$ cat src/rtl/bullet_pkg.sv
// Shared definitions for the bullet object table: geometry, OAM field layout,
// direction/state encodings and the entry packing helper.
package bullet_pkg;

    localparam int OAM_DEPTH  = 16;
    localparam int OAM_WORD_W = 32;
    localparam int IDX_W      = 4;
    localparam int COUNT_W    = 5;
    localparam int COORD_W    = 10;

    localparam int SPEED    = 2;
    localparam int SCREEN_W = 640;
    localparam int SCREEN_H = 480;
    localparam int TILE_W   = 8;
    localparam int TILE_H   = 8;

    // OAM entry layout; bits [31:29] are always zero.
    localparam int OAM_EN_BIT   = 28;
    localparam int OAM_X_LSB    = 18;
    localparam int OAM_Y_LSB    = 8;
    localparam int OAM_ROW_LSB  = 5;
    localparam int OAM_DIRX_LSB = 2;
    localparam int OAM_DIR_LSB  = 0;

    typedef enum logic [1:0] {
        DIR_UP    = 2'd0,
        DIR_RIGHT = 2'd1,
        DIR_DOWN  = 2'd2,
        DIR_LEFT  = 2'd3
    } dir_t;

    typedef enum logic {
        ST_IDLE   = 1'b0,
        ST_UPDATE = 1'b1
    } state_t;

    function automatic logic [OAM_WORD_W-1:0] pack_entry(
        input logic [COORD_W-1:0] x,
        input logic [COORD_W-1:0] y,
        input logic [2:0]         row,
        input dir_t               dir
    );
        logic [OAM_WORD_W-1:0] w;
        w                          = '0;
        w[OAM_EN_BIT]              = 1'b1;
        w[OAM_X_LSB +: COORD_W]    = x;
        w[OAM_Y_LSB +: COORD_W]    = y;
        w[OAM_ROW_LSB +: 3]        = row;
        w[OAM_DIRX_LSB +: 3]       = {1'b0, dir};
        w[OAM_DIR_LSB +: 2]        = dir;
        return w;
    endfunction

endpackage

$ cat src/rtl/bullet_step.sv
// Next-frame value of one OAM entry: moves an enabled bullet by SPEED along
// its direction, or returns an all-zero entry when it would leave the playfield.
module bullet_step
    import bullet_pkg::*;
(
    input  logic [OAM_WORD_W-1:0] entry,
    output logic [OAM_WORD_W-1:0] next_entry
);

    localparam logic [COORD_W:0] SPEED_11   = (COORD_W+1)'(SPEED);
    localparam logic [COORD_W:0] RIGHT_LIM  = (COORD_W+1)'(SCREEN_W - TILE_W);
    localparam logic [COORD_W:0] BOTTOM_LIM = (COORD_W+1)'(SCREEN_H - TILE_H);

    logic [COORD_W:0]   x_ext;
    logic [COORD_W:0]   y_ext;
    logic [COORD_W-1:0] x_new;
    logic [COORD_W-1:0] y_new;
    logic               out_of_bounds;
    dir_t               dir;

    assign x_ext = {1'b0, entry[OAM_X_LSB +: COORD_W]};
    assign y_ext = {1'b0, entry[OAM_Y_LSB +: COORD_W]};
    assign dir   = dir_t'(entry[OAM_DIR_LSB +: 2]);

    // Bounds are checked on the 11-bit pre-move coordinate so x+SPEED cannot wrap.
    always_comb begin
        // NOTE: every output of a combinational block gets a default before any branch, so no path can infer a latch.
        x_new         = entry[OAM_X_LSB +: COORD_W];
        y_new         = entry[OAM_Y_LSB +: COORD_W];
        out_of_bounds = 1'b0;
        unique case (dir)
            DIR_UP: begin
                out_of_bounds = (y_ext < SPEED_11);
                y_new         = COORD_W'(y_ext - SPEED_11);
            end
            DIR_RIGHT: begin
                out_of_bounds = ((x_ext + SPEED_11) > RIGHT_LIM);
                x_new         = COORD_W'(x_ext + SPEED_11);
            end
            DIR_DOWN: begin
                out_of_bounds = ((y_ext + SPEED_11) > BOTTOM_LIM);
                y_new         = COORD_W'(y_ext + SPEED_11);
            end
            DIR_LEFT: begin
                out_of_bounds = (x_ext < SPEED_11);
                x_new         = COORD_W'(x_ext - SPEED_11);
            end
            default: out_of_bounds = 1'b0;
        endcase
    end

    // A disabled entry passes through untouched.
    always_comb begin
        next_entry = entry;
        if (entry[OAM_EN_BIT]) begin
            if (out_of_bounds) begin
                next_entry = '0;
            end else begin
                next_entry[OAM_X_LSB +: COORD_W] = x_new;
                next_entry[OAM_Y_LSB +: COORD_W] = y_new;
            end
        end
    end

endmodule

$ cat src/rtl/bullet_manager.sv
// Bullet OAM owner: allocates the lowest free slot on fire, walks the table once
// per frame to move/retire bullets, and retires single slots on kill requests.
module bullet_manager
    import bullet_pkg::*;
(
    input  logic                                 clk,
    input  logic                                 rst_n,
    input  logic                                 frame_tick,
    input  logic                                 fire_valid,
    output logic                                 fire_ready,
    input  logic [COORD_W-1:0]                   fire_x,
    input  logic [COORD_W-1:0]                   fire_y,
    input  logic [1:0]                           fire_dir,
    input  logic [2:0]                           fire_row,
    input  logic                                 kill_valid,
    input  logic [IDX_W-1:0]                     kill_idx,
    output logic [OAM_DEPTH-1:0][OAM_WORD_W-1:0] oam_data,
    output logic [COUNT_W-1:0]                   active_count,
    output logic                                 busy
);

    state_t                state;
    state_t                state_nx;
    logic [IDX_W-1:0]      upd_idx;
    logic [IDX_W-1:0]      upd_idx_nx;

    logic [OAM_WORD_W-1:0] oam_q [OAM_DEPTH];
    logic [OAM_WORD_W-1:0] step_next;
    logic [OAM_WORD_W-1:0] spawn_entry;
    logic [OAM_DEPTH-1:0]  en_vec;
    logic [IDX_W-1:0]      free_idx;
    logic                  any_free;
    logic                  fire_hs;

    always_comb begin
        for (int k = 0; k < OAM_DEPTH; k++) begin
            en_vec[k]   = oam_q[k][OAM_EN_BIT];
            oam_data[k] = oam_q[k];
        end
    end

    assign any_free = ~&en_vec;

    // Scanning downward lets the lowest free index overwrite higher ones.
    always_comb begin
        free_idx = '0;
        for (int k = OAM_DEPTH - 1; k >= 0; k--) begin
            if (!en_vec[k]) free_idx = IDX_W'(k);
        end
    end

    always_comb begin
        active_count = '0;
        for (int k = 0; k < OAM_DEPTH; k++) begin
            active_count = active_count + COUNT_W'(en_vec[k]);
        end
    end

    always_ff @(posedge clk or negedge rst_n) begin
        if (!rst_n) begin
            state   <= ST_IDLE;
            upd_idx <= '0;
        end else begin
            state   <= state_nx;
            upd_idx <= upd_idx_nx;
        end
    end

    // rst_n gates fire_ready so no handshake is advertised while reset is held.
    always_comb begin
        state_nx   = state;
        upd_idx_nx = upd_idx;
        busy       = 1'b0;
        fire_ready = 1'b0;
        unique case (state)
            ST_IDLE: begin
                fire_ready = any_free && rst_n;
                if (frame_tick) begin
                    state_nx   = ST_UPDATE;
                    upd_idx_nx = '0;
                end
            end
            ST_UPDATE: begin
                busy       = 1'b1;
                upd_idx_nx = upd_idx + 1'b1;
                if (upd_idx == IDX_W'(OAM_DEPTH - 1)) state_nx = ST_IDLE;
            end
            default: state_nx = ST_IDLE;
        endcase
    end

    assign fire_hs     = fire_valid && fire_ready;
    assign spawn_entry = pack_entry(fire_x, fire_y, fire_row, dir_t'(fire_dir));

    bullet_step u_step (
        .entry      (oam_q[upd_idx]),
        .next_entry (step_next)
    );

    always_ff @(posedge clk or negedge rst_n) begin
        if (!rst_n) begin
            // NOTE: the table is a register file the display reads directly, so every entry is reset rather than left unknown.
            for (int k = 0; k < OAM_DEPTH; k++) oam_q[k] <= '0;
        end else begin
            // NOTE: non-blocking writes to the same slot resolve to the last one; the order below encodes update < kill < spawn.
            if (state == ST_UPDATE) oam_q[upd_idx]  <= step_next;
            if (kill_valid)         oam_q[kill_idx] <= '0;
            if (fire_hs)            oam_q[free_idx] <= spawn_entry;
        end
    end

endmodule

$ cat config.mk
export PLATFORM = sky130hd
export DESIGN_NAME = bullet_manager
export DESIGN_NICKNAME = d
export VERILOG_FILES = /design/src/rtl/bullet_pkg.sv /design/src/rtl/bullet_step.sv /design/src/rtl/bullet_manager.sv
export SDC_FILE = /design/constraint.sdc
export NUM_CORES = 2
export LEC_CHECK = 0
export ABC_AREA = 1
export CORE_MARGIN = 5
export CORE_UTILIZATION = 30
export DETAILED_ROUTE_END_ITERATION = 7
export PLACE_DENSITY = 0.54
export SLEW_MARGIN = 40
export SYNTH_ARGS = -nofsm -noshare
export SYNTH_HDL_FRONTEND = slang
export SYNTH_SLANG_ARGS = --single-unit
$ cat constraint.sdc
create_clock -name clk -period 4.4 [get_ports clk]
set_clock_uncertainty 0.1 [all_clocks]
set_input_delay 0.66 -clock clk [delete_from_list [all_inputs] [get_ports clk]]
set_output_delay 0.66 -clock clk [all_outputs]
set_load 0.01 [all_outputs]
==> out/metrics.csv <==
stage,metric,value,unit
run_status,status,finished with violations,
run_status,violations,negative setup slack,
detailed_routing,drt_wl_total,173,mm
worst_setup_path,cp_data_arrival_time,4.09,ns
global_routing,antenna_found_initial,5,
yosys,synth-seq-cells,517,
timing,max_slew_margin,37.5,%
yosys,synth_top_family_by_area,simple AND/OR/NAND/NOR gates,
global_routing,grt_start_max_net_pins,123,
yosys,synthSimpleGateAreaFrac,35.4,%
flow_run,maxCapViolations,0,
clock_tree,cts_tree,built,
worst_setup_path,r2r-start,upd_idx[0]$_DFFE_PN0P_,
detailed_routing,drc,0,
global_routing,grt_pass1_wl,249,mm
final_layout,multiInputGateArea,16700,um2
hold_path,holdCritPathClass,input pin to async pin,
final_layout,fillers,11300,
floorplanning,die_area,116000,um2
floorplanning,die_w,340,um
placed_design,port-buffer-count,552,
worst_setup_path,worstSetupStartpointType,flop,
global_routing,grtUsageMet2,43.5,%
detailed_routing,vias,36600,
floorplanning,die_h,340,um
global_routing,grt_pass1_vias,34300,
timing,clock.fmax,206,MHz
floorplanning,start_util,30.1,%
clock_tree,cts_root_buf,clkbuf_16,
yosys,synth_ff_type,dfrtp_1,
timing,drv_slew,0,
placed_design,place_congestion,0.951,
placed_design,place_hpwl,125,mm
detailed_routing,drt-vias-per-instance,5.27,
detailed_routing,antenna_left,0,
detailed_routing,post_drt_wl_per_cell,24.9,um
global_routing,use_met3,7.61,%
worst_setup_path,rr_worst_depth,22,
yosys,synthAdderAreaFrac,1.15,%
yosys,synth_nets,5134,
clock_tree,htree_levels,3,
clock_tree,clk_pin_slew,0.06,ns
timing,finalCritPeriodShare,110,%
yosys,synth_top_area_cell,dfrtp_1,
yosys,synth_area_leaders,"dfrtp_1 (40%), nand2_1 (23%), a21oi_1 (7.4%)",
worst_setup_path,rr_endpoint,oam_data[94]$_DFF_PN0_,
global_routing,grtUsageTotal,28.9,%
yosys,synth_compound_area_share,13.4,%
clock_tree,clockBufferDepth,3,
final_layout,seq_area,12900,um2
yosys,synth_edf_count,0,
yosys,synth_cells,5076,
final_layout,drive_gt1_share,7.31,%
yosys,yosysUniqueCellTypes,46,
timing,setup_viol,4,
timing,worst_slack,-0.446,ns
timing,finalHoldViolCount,0,
floorplanning,core_area,109000,um2
final_layout,area_delta_synth_final,29.8,%
worst_setup_path,r2r_slack,0.23,ns
timing,tightest_slew,0.935,ns
worst_setup_path,endpoint_kind,primary output,
yosys,syn_area,32700,um2
global_routing,busiest_layer,met2,
worst_setup_path,critPathRequiredTime,3.64,ns
clock_tree,clock-sinks,517,
clock_tree,cts_made_buffers,69,
floorplanning,ios,553,
yosys,yosys_warnings,0,
yosys,ys_async_sr_fraction,100,%
yosys,synth_xor_area_share,0.295,%
yosys,ys_seq_area_share,39.6,%
timing,rsz0062_at_grt,yes,
worst_setup_path,crit_type,flop to primary output,
detailed_routing,drt-pass1-iter-count,6,
global_routing,met1_usage,39.7,%
global_routing,overflow,0,
timing,period_needed,4.85,ns
clock_tree,clk_latency,0.62,ns
final_layout,fin_nets,5551,
floorplanning,floorplan.rows,121,
worst_setup_path,critPathMaxFanout,2,
timing,holdWs,0.355,ns
yosys,avgSynthCellArea,6.44,um2
yosys,muxShareOfSynthArea,0,%
yosys,yosysTopAreaCellShare,39.6,%
detailed_routing,drtIter0Drc,4093,
## cell usage after synthesis, types with 2 or more instances
cell,count
fa_1,10
clkinv_1,6
nor2_1,474
buf_1,46
ha_1,14
a22oi_1,4
o21ai_1,28
a221oi_1,8
a32oi_1,3
nand2_2,7
inv_2,22
nand4_1,12
nand4_2,13
buf_6,12
o211ai_1,41
buf_4,26
dfrtp_1,517
a32o_1,6
nor3_1,10
nand2_1,2016
o22ai_1,10
xnor2_1,3
o21ai_0,212
buf_2,61
nand3b_1,2
nor2_4,2
nand3_1,342
clkbuf_1,213
nor2_2,6
nand2_4,6
a21oi_2,9
inv_1,423
xor2_1,8
a21oi_1,483
a22o_1,7
o21bai_1,4
## final cells by class
cell class                 instances  share of cell area [%]
multi-input combinational       3748                    39.3
sequential                       517                    30.5
timing repair buffer             705                    16.6
clock buffer                      99                    4.79
tap                             1414                    4.17
inverter                         452                    4.02
clock inverter                    18                   0.537
antenna                            4                  0.0236
## flip-flops by register name (all words and copies together), names as in the netlist
name and flops:
upd_idx 4, oam_data 512, state 1
## layer usage
layer	routed length [um]	part of all wire (%)
met2	74600	43
met4	7300	4.2
met5	9	0.0052
met3	18200	10
met1	73200	42
## worst max-delay path, stage by stage, from the launching register on
cell and delay, ns:
dfrtp_1 0.40, fa_1 0.55, inv_2 0.04, fa_1 0.52
inv_1 0.06, fa_1 0.49, inv_2 0.05, fa_1 0.49
inv_2 0.05, ha_4 0.15, buf_4 0.13, a21oi_2 0.11
nor2_1 0.05, nor2_1 0.12, xnor2_1 0.12, buf_2 0.14
## stage by stage
| step | worst slack [ns] | util [%] | std cells | instance area (um2) | setup TNS (ns) |
|---|---|---|---|---|---|
| after global placement | -0.434 | 36.9 | 6831 | 40100 | -1.41 |
| after floorplan | 0.191 | - | 5076 | 32700 | 0 |
| after CTS | -0.527 | 38.9 | 6950 | 42300 | -2.05 |
| final | -0.446 | 39.1 | 6957 | 42400 | -1.74 |
| after detailed placement | -0.435 | 36.8 | 6832 | 40000 | -1.32 |
| after global routing | -0.609 | 39.1 | 6956 | 42400 | -2.39 |
## worst max path at each step
stage | from | to
global placement | oam_data[380]$_DFF_PN0_ | active_count[4]
global route | oam_data[380]$_DFF_PN0_ | active_count[4]
CTS | oam_data[380]$_DFF_PN0_ | active_count[4]
detailed placement | oam_data[380]$_DFF_PN0_ | active_count[4]
floorplan | oam_data[380]$_DFF_PN0_ | active_count[4]
finish | oam_data[380]$_DFF_PN0_ | active_count[3]
## placed cells by master, fill, tap and decap left out, types with 41 or more instances in the layout
cell type	n
clkbuf_16	71
inv_1	414
clkdlybuf4s50_1	522
buf_4	111
dfrtp_1	515
nor2_1	449
nand3_1	342
o21ai_0	212
o211ai_1	41
a21oi_1	482
nand2_1	2006
## logic make-up (layout without fill, tap and decap cells)
kind of cell               Yosys count  in the layout
AOI/OAI and AO/OA                  820            820
xor gates and xnor gates            11             11
adders and majority gates           24             24
buffers and inverters              811           1274
DFF                                517            517
other                                0              4
and+or+nand+nor                   2893           2893
## timing repair
item                                    CTS  global route
cloned                                    0             0
hold buffers                              1             0
endpoints found under the setup margin    5           437
hold endpoints to repair                  7             0
pin swaps                                 7             2
setup buffers                             0             1
resized for setup                        28            18
Power is left out: the tool's default activity adds up to more than one toggle a clock period on the data nets, which glitch-free logic cannot reach.
